==> src/rtl/ga23_pkg.sv <==
// Shared types and constants for the GA23 tile-ROM arbiter and its line cache.
// Holds the arbiter state enum, port count, line/word widths and small helpers.
// Word select picks the 32-bit half of a 64-bit line addressed by addr[0].
package ga23_pkg;

   typedef enum logic [1:0] {
      IDLE  = 2'd0,
      ISSUE = 2'd1,
      RESP  = 2'd2
   } rom_arb_state_t;

   localparam int NUM_ROM_PORTS = 3;
   localparam int ROM_LINE_W    = 64;
   localparam int ROM_WORD_W    = 32;
   localparam int ROM_ADDR_W    = 21;
   localparam int ROM_TAG_W     = ROM_ADDR_W - 1;
   localparam int SDR_ADDR_W    = 25;

   // Round-robin successor: A(0) -> B(1) -> C(2) -> A(0).
   function automatic logic [1:0] port_after(input logic [1:0] p);
      return (p == 2'd2) ? 2'd0 : p + 2'd1;
   endfunction

   // Select the requested 32-bit word from a 64-bit line.
   function automatic logic [ROM_WORD_W-1:0] word_of(input logic [ROM_LINE_W-1:0] line,
                                                     input logic                  sel);
      return sel ? line[ROM_LINE_W-1:ROM_WORD_W] : line[ROM_WORD_W-1:0];
   endfunction

endpackage

==> src/rtl/ga23_rom_line_cache.sv <==
// Single-line tile-ROM cache for one requester port: tag, 64-bit line and valid bit.
// Lookup is combinational from registered state; a fill takes effect the next cycle.
// No backpressure: fills are accepted unconditionally, valid clears only on reset.
module ga23_rom_line_cache
   import ga23_pkg::*;
(
   input  logic                  clk,
   input  logic                  reset,
   input  logic [ROM_TAG_W-1:0]  lookup_tag_i,
   input  logic                  fill_i,
   input  logic [ROM_TAG_W-1:0]  fill_tag_i,
   input  logic [ROM_LINE_W-1:0] fill_line_i,
   output logic                  hit_o,
   output logic [ROM_LINE_W-1:0] line_o
);

   logic                  valid_q;
   logic [ROM_TAG_W-1:0]  tag_q;
   logic [ROM_LINE_W-1:0] line_q;

   // Capture every SDRAM fill for this port; the newest line always replaces the old one.
   always_ff @(posedge clk or posedge reset) begin
      if (reset) begin
         valid_q <= 1'b0;
         tag_q   <= '0;
         line_q  <= '0;
      end else if (fill_i) begin
         valid_q <= 1'b1;
         tag_q   <= fill_tag_i;
         line_q  <= fill_line_i;
      end
   end

   assign hit_o  = valid_q && (tag_q == lookup_tag_i);
   assign line_o = line_q;

endmodule

==> src/rtl/ga23_rom_arbiter.sv <==
// Round-robin share of the 64-bit tile-ROM SDRAM channel between layer fetchers A/B/C.
// Latency: miss rdy one cycle after sdr_rdy; hit rdy one cycle after grant (GA23_ROM_LINE_CACHE_EN).
// Backpressure: level req held until one-cycle rdy; losers wait with req held; sdr_req held until sdr_rdy.
module ga23_rom_arbiter
   import ga23_pkg::*;
#(
   parameter logic [SDR_ADDR_W-1:0] ROM_BASE = 25'h0
)(
   input  logic                  clk,
   input  logic                  reset,
   input  logic [ROM_ADDR_W-1:0] addr_a_i,
   input  logic [ROM_ADDR_W-1:0] addr_b_i,
   input  logic [ROM_ADDR_W-1:0] addr_c_i,
   input  logic                  req_a_i,
   input  logic                  req_b_i,
   input  logic                  req_c_i,
   output logic [ROM_WORD_W-1:0] data_a_o,
   output logic [ROM_WORD_W-1:0] data_b_o,
   output logic [ROM_WORD_W-1:0] data_c_o,
   output logic                  rdy_a_o,
   output logic                  rdy_b_o,
   output logic                  rdy_c_o,
   output logic [SDR_ADDR_W-1:0] sdr_addr_o,
   output logic                  sdr_req_o,
   input  logic [ROM_LINE_W-1:0] sdr_data_i,
   input  logic                  sdr_rdy_i
);

   rom_arb_state_t              state_q;
   logic [1:0]                  ptr_q;
   logic [1:0]                  gnt_q;
   logic [ROM_TAG_W-1:0]        line_addr_q;
   logic                        word_sel_q;
   logic                        sdr_req_q;
   logic [SDR_ADDR_W-1:0]       sdr_addr_q;
   logic [NUM_ROM_PORTS-1:0]    rdy_q;
   logic [ROM_WORD_W-1:0]       data_q [NUM_ROM_PORTS];

   logic [ROM_ADDR_W-1:0]       addr_arr [NUM_ROM_PORTS];
   logic [NUM_ROM_PORTS-1:0]    req_vec;
   logic [NUM_ROM_PORTS-1:0]    hit_vec;
   logic [ROM_WORD_W-1:0]       hit_word;
   logic [1:0]                  cand0, cand1, cand2;
   logic                        pick_vld;
   logic [1:0]                  pick_idx;
   logic                        pick_hit;
   logic                        fill_en;

   assign addr_arr[0] = addr_a_i;
   assign addr_arr[1] = addr_b_i;
   assign addr_arr[2] = addr_c_i;
   assign req_vec     = {req_c_i, req_b_i, req_a_i};

   assign cand0 = ptr_q;
   assign cand1 = port_after(cand0);
   assign cand2 = port_after(cand1);

   // Pick the first requesting port at or after the round-robin pointer.
   always_comb begin
      pick_vld = 1'b0;
      pick_idx = cand0;
      if (req_vec[cand0]) begin
         pick_vld = 1'b1;
         pick_idx = cand0;
      end else if (req_vec[cand1]) begin
         pick_vld = 1'b1;
         pick_idx = cand1;
      end else if (req_vec[cand2]) begin
         pick_vld = 1'b1;
         pick_idx = cand2;
      end
   end

   assign fill_en  = (state_q == ISSUE) && sdr_rdy_i;
   assign pick_hit = hit_vec[pick_idx];

`ifdef GA23_ROM_LINE_CACHE_EN
   logic [ROM_LINE_W-1:0] cache_line [NUM_ROM_PORTS];

   for (genvar p = 0; p < NUM_ROM_PORTS; p++) begin : g_cache
      ga23_rom_line_cache u_cache (
         .clk          (clk),
         .reset        (reset),
         .lookup_tag_i (addr_arr[p][ROM_ADDR_W-1:1]),
         .fill_i       (fill_en && (gnt_q == 2'(p))),
         .fill_tag_i   (line_addr_q),
         .fill_line_i  (sdr_data_i),
         .hit_o        (hit_vec[p]),
         .line_o       (cache_line[p])
      );
   end

   assign hit_word = word_of(cache_line[pick_idx], addr_arr[pick_idx][0]);
`else
   assign hit_vec  = '0;
   assign hit_word = '0;
`endif

   // Arbitration FSM: grant in IDLE, wait for the SDRAM line in ISSUE, pulse rdy in RESP.
   always_ff @(posedge clk or posedge reset) begin
      if (reset) begin
         state_q     <= IDLE;
         ptr_q       <= 2'd0;
         gnt_q       <= 2'd0;
         line_addr_q <= '0;
         word_sel_q  <= 1'b0;
         sdr_req_q   <= 1'b0;
         sdr_addr_q  <= '0;
         rdy_q       <= '0;
         for (int p = 0; p < NUM_ROM_PORTS; p++) data_q[p] <= '0;
      end else begin
         rdy_q <= '0;
         case (state_q)
            IDLE: begin
               if (pick_vld) begin
                  gnt_q       <= pick_idx;
                  ptr_q       <= port_after(pick_idx);
                  line_addr_q <= addr_arr[pick_idx][ROM_ADDR_W-1:1];
                  word_sel_q  <= addr_arr[pick_idx][0];
                  if (pick_hit) begin
                     data_q[pick_idx] <= hit_word;
                     rdy_q[pick_idx]  <= 1'b1;
                     state_q          <= RESP;
                  end else begin
                     sdr_req_q  <= 1'b1;
                     sdr_addr_q <= ROM_BASE + {2'b00, addr_arr[pick_idx][ROM_ADDR_W-1:1], 3'b000};
                     state_q    <= ISSUE;
                  end
               end
            end
            ISSUE: begin
               if (sdr_rdy_i) begin
                  sdr_req_q     <= 1'b0;
                  data_q[gnt_q] <= word_of(sdr_data_i, word_sel_q);
                  rdy_q[gnt_q]  <= 1'b1;
                  state_q       <= RESP;
               end
            end
            RESP: begin
               state_q <= IDLE;
            end
            default: begin
               state_q <= IDLE;
            end
         endcase
      end
   end

   assign sdr_req_o  = sdr_req_q;
   assign sdr_addr_o = sdr_addr_q;
   assign rdy_a_o    = rdy_q[0];
   assign rdy_b_o    = rdy_q[1];
   assign rdy_c_o    = rdy_q[2];
   assign data_a_o   = data_q[0];
   assign data_b_o   = data_q[1];
   assign data_c_o   = data_q[2];

endmodule
==> config.mk <==
export PLATFORM = sky130hd
export DESIGN_NAME = ga23_rom_arbiter
export DESIGN_NICKNAME = d
export VERILOG_FILES = /design/src/rtl/ga23_pkg.sv /design/src/rtl/ga23_rom_line_cache.sv /design/src/rtl/ga23_rom_arbiter.sv
export SDC_FILE = /design/constraint.sdc
export NUM_CORES = 1
export LEC_CHECK = 0
export ABC_AREA = 1
export BUFFER_PORTS_ARGS = -buffer_cell sky130_fd_sc_hd__buf_2
export CAP_MARGIN = 5
export CORE_MARGIN = 5
export CORE_UTILIZATION = 29
export CTS_CLUSTER_SIZE = 40
export DETAILED_ROUTE_END_ITERATION = 16
export SLEW_MARGIN = 20
export SYNTH_ARGS = -nofsm -noshare
export SYNTH_HDL_FRONTEND = slang
export SYNTH_SLANG_ARGS = --single-unit
==> constraint.sdc <==
create_clock -name clk -period 7.7 [get_ports clk]
set_input_delay 0 -clock clk [delete_from_list [all_inputs] [get_ports clk]]
set_output_delay 0 -clock clk [all_outputs]
set_load 0.02 [all_outputs]
==> impl_metrics.py <==
metrics = {
    "outcome": {
        "status": "completed",
    },
    "final_layout": {
        "final_nets": 1211,
        "n_fill_cell": 1936,
        "final_cell_area_um2": 9230,
        "areaGrowthSynthToFinish_pct": 56.9,
        "fin_util": 0.459,
        "drive_gt1_frac": 0.284,
    },
    "global_route": {
        "grt_start_max_net_pins": 78,
        "grt_usage": 0.176,
        "grt_antenna_before_repair": 1,
        "grt_pass1_wl_um": 33600,
        "grt_overflow": 0,
        "grt_pass1_vias": 6466,
    },
    "timing": {
        "clock_skew_ns": 0.00525,
        "slew_violations": 0,
        "setup_violations": 0,
        "fin_crit_ns": 4.03,
        "whs_ns": 0.0283,
        "maxSlewHeadroom": 0.374,
        "finalCritPeriodShare": 0.524,
        "worst_slew_pin_slew_ns": 0.935,
        "max_freq_mhz": 248,
        "tns_ns": 0,
        "hold_violations": 0,
        "grt_setup_unrepaired": "no",
    },
    "min_path": {
        "hold_path.class": "in2reg",
    },
    "route": {
        "ant_nets": 0,
        "first_iter_violations": 317,
        "wl_um": 20500,
        "via_per_inst": 4.63,
        "post_drt_wl_per_cell_um": 15.1,
        "dr_total_vias": 6301,
        "drtPass1Iterations": 5,
        "drc": 0,
    },
    "worst_setup_path": {
        "path_max_fanout": 43,
        "critPathArrivalTime_ns": 4.33,
        "cp.required_ns": 8.00,
        "reg2reg_depth": 13,
        "endpoint": "sdr_addr_o[3]$_DFFE_PP0P_",
        "crit_type": "reg2reg",
        "cp-end-kind": "flip-flop",
        "critPathLaunchType": "flip-flop",
        "crit-reg2reg-launch": "cand0[0]$_DFFE_PP0P_",
        "crit_start": "cand0[0]$_DFFE_PP0P_",
        "reg2reg_slack_ns": 3.67,
        "r2r_end": "sdr_addr_o[3]$_DFFE_PP0P_",
    },
    "clock_tree": {
        "clk_latency_ns": 0.41,
        "clock_path_buffers": 2,
        "cts.sink_count": 127,
        "cts_tree": "yes",
        "cts_setup_buffers": 0,
        "h-tree-depth": 4,
        "cts_root_buf": "clkbuf_16",
        "cts_buffers": 17,
        "clkTransAtPathRegs_ns": 0.06,
    },
    "die": {
        "num_io_pins": 258,
        "dieHeight_um": 152,
        "fp.dieW_um": 152,
        "dieArea_um2": 23200,
        "rows": 52,
        "start_util": 0.292,
        "core_area_um2": 20100,
    },
    "pwr": {
        "leakage_nw": 4.59,
        "power_density_nw_per_um2": 443,
        "power_mw": 4.09,
        "ir_drop_mv": 0.180,
    },
    "placed_design": {
        "dp_hpwl_um": 12900,
        "routabilityCongestion": 0.820,
        "port_buffers": 252,
        "placed_area_um2": 7290,
    },
    "synth": {
        "synth-seq-cells": 127,
        "yosysUniqueCellTypes": 27,
        "synth_area_um2": 5880,
        "seq_area_frac_synth": 0.541,
        "ys_warn_count": 0,
        "avgSynthCellArea_um2": 8.25,
        "synthCells": 713,
    },
    "flow_run": {
        "maxCapViolCount": 0,
    },
}
-- logic make-up after synthesis --
logic type             after synthesis  synth area share
flip-flops                         127             0.541
AND/OR/NAND/NOR                    388             0.258
AO/OA/AOI/OAI                      129             0.145
other                                1          0.000638
buffers and inverters               68            0.0560
-- how the worst min path moves through the flow --
stage | start | end | cells past startpoint
3_5_place_dp | reset | data_a_o[22]$_DFFE_PP0P_ | 2
2_1_floorplan | sdr_rdy_i | state_q[0]$_DFFE_PP0P_ | 1
5_1_grt | addr_b_i[5] | sdr_addr_o[7]$_DFFE_PP0P_ | 7
4_1_cts | addr_b_i[5] | sdr_addr_o[7]$_DFFE_PP0P_ | 7
6_report | addr_b_i[4] | sdr_addr_o[6]$_DFFE_PP0P_ | 7
3_3_place_gp | reset | data_a_o[22]$_DFFE_PP0P_ | 2
-- cells in the mapped netlist, drive strengths merged --
cell / instances / share of area
nand2: 256 / 0.16
dfrtp: 127 / 0.54
nor2: 103 / 0.067
a31oi: 97 / 0.11
buf: 39 / 0.037
nand3: 25 / 0.022
a21boi: 21 / 0.027
inv: 16 / 0.010
clkbuf: 13 / 0.0083
o21ai: 8 / 0.0094
nor3: 3 / 0.0034
a21oi: 2 / 0.0017
conb: 1 / 0.00064
o31ai: 1 / 0.0013
or2: 1 / 0.0011
-- critical path: stages, from the launching register on --
cell,delay [ns]
dfrtp_1,0.51
nor2_1,0.11
nand2_1,0.10
nand2_2,0.09
o21ai_4,0.73
nand2_1,0.74
nand2_1,0.20
nand2_1,0.06
dlygate4sd3_1,0.56
nand2_1,0.07
nand2_1,0.06
dlygate4sd3_1,0.56
nand2_1,0.06
nand2_1,0.05
-- per-layer routing --
layer | global-route usage | vias to the layer above | part of all wire
met5 | 0 | - | 0
met4 | 0.0693 | 0 | 0.030
met3 | 0.0409 | 39 | 0.052
met2 | 0.309 | 202 | 0.51
met1 | 0.208 | 2978 | 0.41
li1 | - | 3082 | -
-- power breakdown --
part / switching [mW] / internal (mW)
registers: 0.177 / 0.997
clock network: 0.305 / 0.484
logic: 1.34 / 0.788
-- cells in the final DEF (no fill, tap or decap), types with 8 or more instances in the layout --
master,synthesis,routed
nor2_1,102,102
buf_2,20,252
nand3_1,24,24
clkbuf_16,0,17
a31oi_1,96,96
a21boi_0,20,20
dfrtp_1,127,127
nand2_1,254,254
dlygate4sd3_1,0,135
inv_1,10,8
-- state kept, by name (all words and copies together) (netlist names) --
signal      flops
data_a_o       32
data_b_o       32
data_c_o       32
sdr_addr_o     20
rdy_q           3
cand0           2
gnt_q           2
state_q         2
sdr_req_o       1
word_sel_q      1
-- repair_timing --
| action | CTS | global route |
|---|---|---|
| hold endpoints to repair | 196 | 0 |
| gates resized for setup | 0 | 0 |
| hold buffers | 135 | 0 |
-- final cells by class --
cell class / instances / area (um^2) / share of cell area
clock buffers: 18 / 439 / 0.0476
multi-input cells: 522 / 2400 / 0.260
clock inverters: 14 / 141 / 0.0153
flip-flops and latches: 127 / 3180 / 0.344
inverters: 16 / 65.1 / 0.00705
repair buffers: 394 / 2670 / 0.289
well taps: 270 / 338 / 0.0366
diodes: 1 / 2.50 / 0.000271
-- metrics by stage --
stage          instances  worst slack (ns)
3_3_place_gp        1194              4.83
3_5_place_dp        1194              4.75
5_1_grt             1362              3.29
6_report            1362              3.67
2_1_floorplan        717              4.32
4_1_cts             1361              3.71
Note: power is estimated with default switching activity, not from simulation.
